### src/rtl/rd_strobe_fifo_if.sv
// Handshake bundle between the result-producing core, the read-strobe host and
// rd_strobe_fifo. The master side is the core/host; the slave side is the FIFO.
interface rd_strobe_fifo_if #(
  parameter int WIDTH      = 8,
  parameter int DEPTH_LOG2 = 4
);
  logic                  WR_EN;
  logic [WIDTH-1:0]      WR_DATA;
  logic                  FULL;
  logic                  RD;
  logic [WIDTH-1:0]      DOUT;
  logic                  DOUT_VALID;
  logic                  EMPTY;
  logic [DEPTH_LOG2:0]   COUNT;
  logic                  ERR_CLR;
  logic                  OVF;
  logic                  UNF;

  modport master (
    output WR_EN, WR_DATA, RD, ERR_CLR,
    input  FULL, DOUT, DOUT_VALID, EMPTY, COUNT, OVF, UNF
  );

  modport slave (
    input  WR_EN, WR_DATA, RD, ERR_CLR,
    output FULL, DOUT, DOUT_VALID, EMPTY, COUNT, OVF, UNF
  );
endinterface

### src/rtl/rd_strobe_fifo.sv
// Read-side output FIFO: the core pushes words and each rising edge of the level
// strobe RD pops one word into the registered DOUT. Overflow and underflow are sticky.
module rd_strobe_fifo #(
  parameter int WIDTH      = 8,
  parameter int DEPTH_LOG2 = 4
) (
  input  logic            CLK,
  input  logic            RST,
  rd_strobe_fifo_if.slave bus
);
  localparam int DEPTH = 1 << DEPTH_LOG2;
  localparam logic [DEPTH_LOG2:0]   CNT_FULL = (DEPTH_LOG2+1)'(DEPTH);
  localparam logic [DEPTH_LOG2:0]   CNT_ZERO = (DEPTH_LOG2+1)'(0);
  localparam logic [DEPTH_LOG2:0]   CNT_ONE  = (DEPTH_LOG2+1)'(1);
  localparam logic [DEPTH_LOG2-1:0] PTR_ZERO = (DEPTH_LOG2)'(0);
  localparam logic [DEPTH_LOG2-1:0] PTR_ONE  = (DEPTH_LOG2)'(1);
  localparam logic [WIDTH-1:0]      DATA_ZERO = (WIDTH)'(0);

  logic [WIDTH-1:0]      mem_r [DEPTH];
  logic [DEPTH_LOG2-1:0] wptr_r;
  logic [DEPTH_LOG2-1:0] rptr_r;
  logic [DEPTH_LOG2:0]   count_r;
  logic [DEPTH_LOG2:0]   count_nxt_s;
  logic                  rd_q_r;
  logic                  pop_req_s;
  logic                  pop_s;
  logic                  push_s;
  logic                  ovf_evt_s;
  logic                  unf_evt_s;
  logic [WIDTH-1:0]      dout_r;
  logic                  dout_valid_r;
  logic                  full_r;
  logic                  empty_r;
  logic                  ovf_r;
  logic                  unf_r;

  // Edge-detect the strobe and qualify push/pop against the current fill level.
  always_comb begin
    pop_req_s   = bus.RD & ~rd_q_r;
    pop_s       = pop_req_s & (count_r != CNT_ZERO);
    unf_evt_s   = pop_req_s & (count_r == CNT_ZERO);
    // A pop in the same cycle frees a slot, so a push into a full FIFO is kept.
    push_s      = bus.WR_EN & ((count_r != CNT_FULL) | pop_s);
    ovf_evt_s   = bus.WR_EN & ~push_s;
    count_nxt_s = count_r;
    if (push_s && !pop_s) begin
      count_nxt_s = count_r + CNT_ONE;
    end else if (pop_s && !push_s) begin
      count_nxt_s = count_r - CNT_ONE;
    end else begin
      count_nxt_s = count_r;
    end
  end

  // Storage array; contents are don't-care until written, so no reset.
  always_ff @(posedge CLK) begin
    if (push_s && !RST) begin
      mem_r[wptr_r] <= bus.WR_DATA;
    end
  end

  // Pointers, fill level, strobe history, output word and sticky error flags.
  always_ff @(posedge CLK) begin
    rd_q_r <= bus.RD;
    if (RST) begin
      wptr_r       <= PTR_ZERO;
      rptr_r       <= PTR_ZERO;
      count_r      <= CNT_ZERO;
      full_r       <= 1'b0;
      empty_r      <= 1'b1;
      dout_r       <= DATA_ZERO;
      dout_valid_r <= 1'b0;
      ovf_r        <= 1'b0;
      unf_r        <= 1'b0;
    end else begin
      count_r <= count_nxt_s;
      full_r  <= (count_nxt_s == CNT_FULL);
      empty_r <= (count_nxt_s == CNT_ZERO);
      if (push_s) begin
        wptr_r <= wptr_r + PTR_ONE;
      end
      if (pop_s) begin
        dout_r <= mem_r[rptr_r];
        rptr_r <= rptr_r + PTR_ONE;
      end
      if (!bus.RD) begin
        dout_valid_r <= 1'b0;
      end else if (pop_s) begin
        dout_valid_r <= 1'b1;
      end
      // A new error event in the same cycle as ERR_CLR keeps the flag set.
      if (ovf_evt_s) begin
        ovf_r <= 1'b1;
      end else if (bus.ERR_CLR) begin
        ovf_r <= 1'b0;
      end
      if (unf_evt_s) begin
        unf_r <= 1'b1;
      end else if (bus.ERR_CLR) begin
        unf_r <= 1'b0;
      end
    end
  end

  assign bus.DOUT       = dout_r;
  assign bus.DOUT_VALID = dout_valid_r;
  assign bus.COUNT      = count_r;
  assign bus.FULL       = full_r;
  assign bus.EMPTY      = empty_r;
  assign bus.OVF        = ovf_r;
  assign bus.UNF        = unf_r;
endmodule

### src/flat_wrapper.sv
// flat-port wrapper written by rule: the top's interface ports become plain ports
module rd_strobe_fifo_flat 
#(
  parameter int WIDTH      = 8,
  parameter int DEPTH_LOG2 = 4
)
  (CLK, RST, bus_WR_EN, bus_WR_DATA, bus_RD, bus_ERR_CLR, bus_FULL, bus_DOUT, bus_DOUT_VALID, bus_EMPTY, bus_COUNT, bus_OVF, bus_UNF);
  rd_strobe_fifo_if #(.WIDTH(WIDTH), .DEPTH_LOG2(DEPTH_LOG2)) bus_i ();
  input  logic CLK;
  input  logic RST;
  input wire logic [$bits(bus_i.WR_EN)-1:0] bus_WR_EN;
  input wire logic [$bits(bus_i.WR_DATA)-1:0] bus_WR_DATA;
  input wire logic [$bits(bus_i.RD)-1:0] bus_RD;
  input wire logic [$bits(bus_i.ERR_CLR)-1:0] bus_ERR_CLR;
  output wire logic [$bits(bus_i.FULL)-1:0] bus_FULL;
  output wire logic [$bits(bus_i.DOUT)-1:0] bus_DOUT;
  output wire logic [$bits(bus_i.DOUT_VALID)-1:0] bus_DOUT_VALID;
  output wire logic [$bits(bus_i.EMPTY)-1:0] bus_EMPTY;
  output wire logic [$bits(bus_i.COUNT)-1:0] bus_COUNT;
  output wire logic [$bits(bus_i.OVF)-1:0] bus_OVF;
  output wire logic [$bits(bus_i.UNF)-1:0] bus_UNF;
  assign bus_i.WR_EN = bus_WR_EN;
  assign bus_i.WR_DATA = bus_WR_DATA;
  assign bus_i.RD = bus_RD;
  assign bus_i.ERR_CLR = bus_ERR_CLR;
  assign bus_FULL = bus_i.FULL;
  assign bus_DOUT = bus_i.DOUT;
  assign bus_DOUT_VALID = bus_i.DOUT_VALID;
  assign bus_EMPTY = bus_i.EMPTY;
  assign bus_COUNT = bus_i.COUNT;
  assign bus_OVF = bus_i.OVF;
  assign bus_UNF = bus_i.UNF;
  rd_strobe_fifo #(.WIDTH(WIDTH), .DEPTH_LOG2(DEPTH_LOG2)) u_core (.CLK(CLK), .RST(RST), .bus(bus_i));
endmodule
### config.mk
export PLATFORM = sky130hd
export DESIGN_NAME = rd_strobe_fifo_flat
export DESIGN_NICKNAME = d
export VERILOG_FILES = /design/src/rtl/rd_strobe_fifo_if.sv /design/src/rtl/rd_strobe_fifo.sv /design/src/flat_wrapper.sv
export SDC_FILE = /design/constraint.sdc
export NUM_CORES = 1
export LEC_CHECK = 0
export CELL_PAD_IN_SITES_DETAIL_PLACEMENT = 0
export CELL_PAD_IN_SITES_GLOBAL_PLACEMENT = 1
export CORE_ASPECT_RATIO = 0.75
export CORE_MARGIN = 1
export CORE_UTILIZATION = 55
export DETAILED_ROUTE_END_ITERATION = 6
export GPL_TIMING_DRIVEN = 0
export HOLD_SLACK_MARGIN = 0.03
export PLACE_DENSITY_LB_ADDON = 0.1
export SLEW_MARGIN = 20
export SYNTH_ARGS = -nofsm -noshare
export SYNTH_HDL_FRONTEND = slang
export SYNTH_SLANG_ARGS = --single-unit
### constraint.sdc
create_clock -name CLK -period 6.1 [get_ports CLK]
set_input_delay 0.61 -clock CLK [delete_from_list [all_inputs] [get_ports CLK]]
set_output_delay 0.61 -clock CLK [all_outputs]
set_load 0.01 [all_outputs]
**After elaboration in Yosys (flattened, before gate mapping)**

Memory sizes are Yosys's and may differ from the RTL's. A register that Yosys moved wholly into a read port is not among the register bits.
Cells that the tools add are included.

- Register bits: 19
- Memories: 1
- Output and inout port bits: 18
- Word-level logic and storage cells: 44
- Memory bits (writable): 128
- Input bits: 13

Memory list:

| name | depth | bits a word | read ports | clocked after Yosys merged registers in | write ports | line | RTL |
|---|---|---|---|---|---|---|---|
| u_core.mem_r | 16 | 8 | 1 | 1 | 1 | rd_strobe_fifo.sv:19 | `logic [WIDTH-1:0] mem_r [DEPTH];` |

- Bitwise operators: 9
- Add/sub/neg operators: 4
- Mux-type cells: 7
- Eq/ne operators: 2
- Reductions and logical operators: 12

Operators with widths:

| operator | number |
|---|---|
| $logic_not 5->1 | 2 |
| $mux 5 | 2 |
| $add 4x1->4 const B | 2 |
| $add 5x1->5 const B | 1 |
| $and 1x1->1 | 5 |
| $eq 5x5->1 const B | 1 |
| $mux 1 | 5 |
| $ne 5x5->1 const B | 1 |
| $reduce_bool 5->1 | 1 |
| $sub 5x1->5 const B | 1 |
| $reduce_bool 2->1 | 2 |
| $logic_and 1x1->1 | 3 |
| $logic_not 1->1 | 3 |
| $not 1->1 | 3 |
| $reduce_or 2->1 | 1 |
| $or 1x1->1 | 1 |

**Longest topological paths before layout**

- Depth in word-level cells: 10
- Depth in mapped cells: 9
- Depth with buffers taken out: 7

**Worst setup path after synthesis**

No wires, ideal clock.

- Path type: register to register
- Start: register u_core.count_r[0] (netlist: u_core.bus.COUNT[0])
- End: memory u_core.mem_r[3][0], enable pin
- Data arrival time: 2.020 ns
- Setup slack: 3.710 ns
- Path buffers: 0
- Required time: 5.730 ns
- Setup time: 0.370 ns
- Cell stages (with the launch flop): 7
- Clock period less this slack: 2.390 ns
- Cell sequence: dfxtp_1 inv_1 ha_1 nor3b_1 a31oi_1 nand2_1 nor2_1

- Word-level cells in the longest chain between the ends: 7
- Elaborated cells on any way between the ends: 8
- Those cells by class: eq/ne (1); mux (2); bitwise (3); reduce/logical (2)

Ends and longest elaborated chain:

| item | line | RTL |
|---|---|---|
| start, declared | rd_strobe_fifo.sv:22 | `logic [DEPTH_LOG2:0] count_r;` |
| start signal, assigned | rd_strobe_fifo.sv:76 | `count_r <= count_nxt_s;` |
| $reduce_bool 5->1 | rd_strobe_fifo.sv:40 | `pop_s = pop_req_s & (count_r != CNT_ZERO);` |
| $and 1x1->1 | rd_strobe_fifo.sv:40 |  |
| $or 1x1->1 * | rd_strobe_fifo.sv:43 | `push_s = bus.WR_EN & ((count_r != CNT_FULL) \| pop_s);` |
| $and 1x1->1 * | rd_strobe_fifo.sv:43 |  |
| $logic_and 1x1->1 * | rd_strobe_fifo.sv:57 | `if (push_s && !RST) begin` |
| $mux 1 * | rd_strobe_fifo.sv:57 |  |
| $mux 1 (not written as such) * | rd_strobe_fifo.sv:58 | `mem_r[wptr_r] <= bus.WR_DATA;` |
| end, declared | rd_strobe_fifo.sv:19 |  |

Mark *: on every way between the ends. The rest lies on a longest branch, timed or not.

**Worst setup path in the final report**

- Start: register u_core.count_r[0] (netlist: u_core.bus.COUNT[0])
- End: memory u_core.mem_r[3][6], enable pin

Same word-level chain as after synthesis.

==> results.toml <==
[worst_setup_path]
timing.critical_path.buf_inv = 1
timing.critical_path.max_delay_family = "simple AND/OR/NAND/NOR gates"
worst_setup_path_start_kind = "flip-flop"
worstPathRequired_ns = 6.14
critical-path-slowest-cell = "sky130_fd_sc_hd__nor2_1"
timing.critical_path.slowest_cell_delay_ns = 0.70
crit_arrival_ns = 3.13
worstSetupEndpointType = "flip-flop"
reg2regPathDepth = 6
critical_path.max_fanout = 8
crit_type = "flip-flop to flip-flop"
timing.critical_path.cells = "inv_1 -> ha_1 -> nor3b_1 -> a31oi_1 -> nand2_1 -> nor2_1"
worst-path-stages = 6

[drt]
via_per_inst = 5.91
wl_per_cell_um = 21.5
drtIter0Drc = 402
detail-route-antenna-nets = 0
detail_route.drc_violations = 0
detailroute.via_count = 3346
drtPass1Iterations = 5
drt-total-wl_um = 12200

[synthesis]
ys_seq_area_share_pct = 71.1
synth_warnings = 0
synth_enable_flop_cells = 128
synth-main-ff-cell = "sky130_fd_sc_hd__edfxtp_1"
ys_types = 49
ys_ff_latch = 155
synthArstFlopShare_pct = 0
synth.cell_area_mm2 = 0.00616
syn-instance-count = 365
synth_nets = 385
synth_area_per_cell_um2 = 16.9

[finish]
final_layout_size_suffix_gt1_share_pct = 19.0
post_route_utilization_pct = 66.4
layout_stage_area_growth_over_the_synthesis_result_pct = 17.5
seqCellArea_mm2 = 0.00438
mostFrequentLayoutCell = "sky130_fd_sc_hd__edfxtp_1"
fill_cells = 773
multi_input_area_mm2 = 0.00164
antenna-diode-count = 0
layout.cell_area.non_filler_mm2 = 0.00724
finalNonFillerCells = 566
leading_cell_types_in_the_layout_fill_and_taps_excluded = "sky130_fd_sc_hd__edfxtp_1, sky130_fd_sc_hd__nor2_1, sky130_fd_sc_hd__mux4_2, sky130_fd_sc_hd__clkdlybuf4s50_1, sky130_fd_sc_hd__dfxtp_1"
nets = 433

[floorplanning]
die_height_um = 93.7
core_area_mm2 = 0.0109
num_io_pins = 31
die_width_um = 124
std_cell_rows = 33
start_util_pct = 56.5
fp.dieArea_mm2 = 0.0116

[clock_network]
cts.path.max_buffers = 2
clock-root-buffer = "sky130_fd_sc_hd__clkbuf_16"
cts_inserted_buffers = 17
post_cts_hold_buffer_count = 0
ctsResizeCount = 0
clock_tree_from_tritoncts = "yes"
tritoncts_num_sinks = 155
worst_setup_hold_path_clk_slew_ns = 0.06
htree_num_levels = 4
worstSkewPairLatency_ns = 0.41
postCtsSetupRepairBufs = 0

[placed_design]
port_buffers = 29
finalWeightedCongestion = 0.870
dpl.cell_count = 534
hpwl_um = 8100
dpl_cell_area_mm2 = 0.00663

[timing]
fin_crit_ns = 3.09
report.final.setup_viol = 0
finClkSkew_ns = 0.00708
finalSetupTns_ns = 0
rsz0062_at_grt = "no"
timing_hold_violations_final = 0
final.period_utilization_pct = 50.7
final-max-slew-violation-count = 0
tightest_slew_ns = 0.817
relSlewSlack_pct = 45.3
maxClockFrequency_mhz = 323

[power]
total_switching_power_uw = 534
p_per_area_mw_per_mm2 = 336
power.sequential.fraction_pct = 48.2
p_total_mw = 2.43
p_comb_share_pct = 7.4
total_leakage_power_nw = 2.33
internal_power_mw = 1.90
clkPwrFrac_pct = 44.4
vdd_ir_drop_max_mv = 0.285
net_sw_share_pct = 22.0

[flow_run]
cap_violations = 0

[run_status]
status = "finished, final reports clean"

[min_path]
holdPathStages = 2
path_category_of_the_worst_min_delay_check = "flip-flop to flip-flop"

[grt]
global_route.usage.total_pct = 22.8
first_global_vias = 3291
grt_overflow_total = 0
grt_antenna_before_repair = 0
grt_first_pass_wirelength_um = 18900
grt_start_max_net_pins = 17
power groups by stage:
stage	Combinational (mW)	Sequential [mW]	Clock, mW
2_1_floorplan	0.112	1.20	0
3_3_place_gp	0.177	1.19	0
3_5_place_dp	0.179	1.19	0
4_1_cts	0.181	1.17	1.09
5_1_grt	0.197	1.17	1.13
6_report	0.179	1.17	1.08
sequential cells by signal, indices dropped and copies added, names as in the netlist:
| signal | count |
|---|---|
| u_core.bus.COUNT | 5 |
| u_core.bus.DOUT | 8 |
| u_core.bus.DOUT_VALID | 1 |
| u_core.bus.EMPTY | 1 |
| u_core.bus.FULL | 1 |
| u_core.bus.OVF | 1 |
| u_core.bus.UNF | 1 |
| u_core.mem_r | 128 |
| u_core.rd_q_r | 1 |
| u_core.rptr_r | 4 |
| u_core.wptr_r | 4 |
worst paths after layout:
| check | start | endpoint | slack (ns) |
|---|---|---|---|
| setup / recovery | u_core.bus.COUNT[0] | u_core.mem_r[3][6] | 3.01 |
| hold / removal | u_core.bus.OVF | u_core.bus.OVF | 0.46 |
| setup reg to reg | u_core.bus.COUNT[0] | u_core.mem_r[3][6] | 3.01 |
| hold reg to reg | u_core.bus.OVF | u_core.bus.OVF | 0.46 |
cell type report:
type	instances	area share (%)
tap	140	2.42
clock buffer	17	5.88
buffer	22	1.54
inverter	6	0.311
clock inverter	15	2.59
timing repair buffer	29	4.01
multi-input combinational	182	22.7
sequential	155	60.5
per-layer routing:
metal | GRT usage, % | vias up | share of wire [%]
met5 | 0 | - | 0
met4 | 7.83 | 0 | 1.5
met3 | 6.15 | 13 | 7.0
met2 | 34.0 | 97 | 47
met1 | 32.7 | 1709 | 44
li1 | - | 1527 | -
cell usage after synthesis (4+ instances only):
cell type                    n  area, um^2
sky130_fd_sc_hd__buf_2       8        40.0
sky130_fd_sc_hd__inv_1       6        22.5
sky130_fd_sc_hd__clkbuf_1    8        30.0
sky130_fd_sc_hd__a21oi_1    22         110
sky130_fd_sc_hd__edfxtp_1  128        3840
sky130_fd_sc_hd__ha_1        7        87.6
sky130_fd_sc_hd__dfxtp_1    27         541
sky130_fd_sc_hd__xor2_1      4        35.0
sky130_fd_sc_hd__nor2_1     43         161
sky130_fd_sc_hd__mux4_2     32         721
sky130_fd_sc_hd__a22oi_1    16         120
sky130_fd_sc_hd__nor2b_1     4        25.0
sky130_fd_sc_hd__nand2_1    11        41.3
per-stage QoR:
stage          hold WS [ns]  setup WS [ns]
2_1_floorplan         0.481           3.71
3_3_place_gp          0.447           2.68
3_5_place_dp          0.452           2.68
4_1_cts               0.460           3.04
5_1_grt               0.510           2.79
6_report              0.458           3.01
cell families (layout without fill, tap and decap cells):
logic type,count (synthesis),in the layout,share of synthesized area [%]
buf+inv,28,89,2.17
xor+xnor,7,7,0.995
compound gates,50,50,5.38
mux,33,33,11.9
flops,155,155,71.1
fa+ha+maj,7,7,1.42
simple gates,85,85,7.01
worst register-to-register path: stages, from the launching register on:
cell,delay [ns]
sky130_fd_sc_hd__dfxtp_1,0.44
sky130_fd_sc_hd__inv_1,0.11
sky130_fd_sc_hd__ha_1,0.27
sky130_fd_sc_hd__nor3b_1,0.19
sky130_fd_sc_hd__a31oi_1,0.65
sky130_fd_sc_hd__nand2_1,0.35
sky130_fd_sc_hd__nor2_1,0.70
No activity file was read; power rests on OpenSTA's default activity.
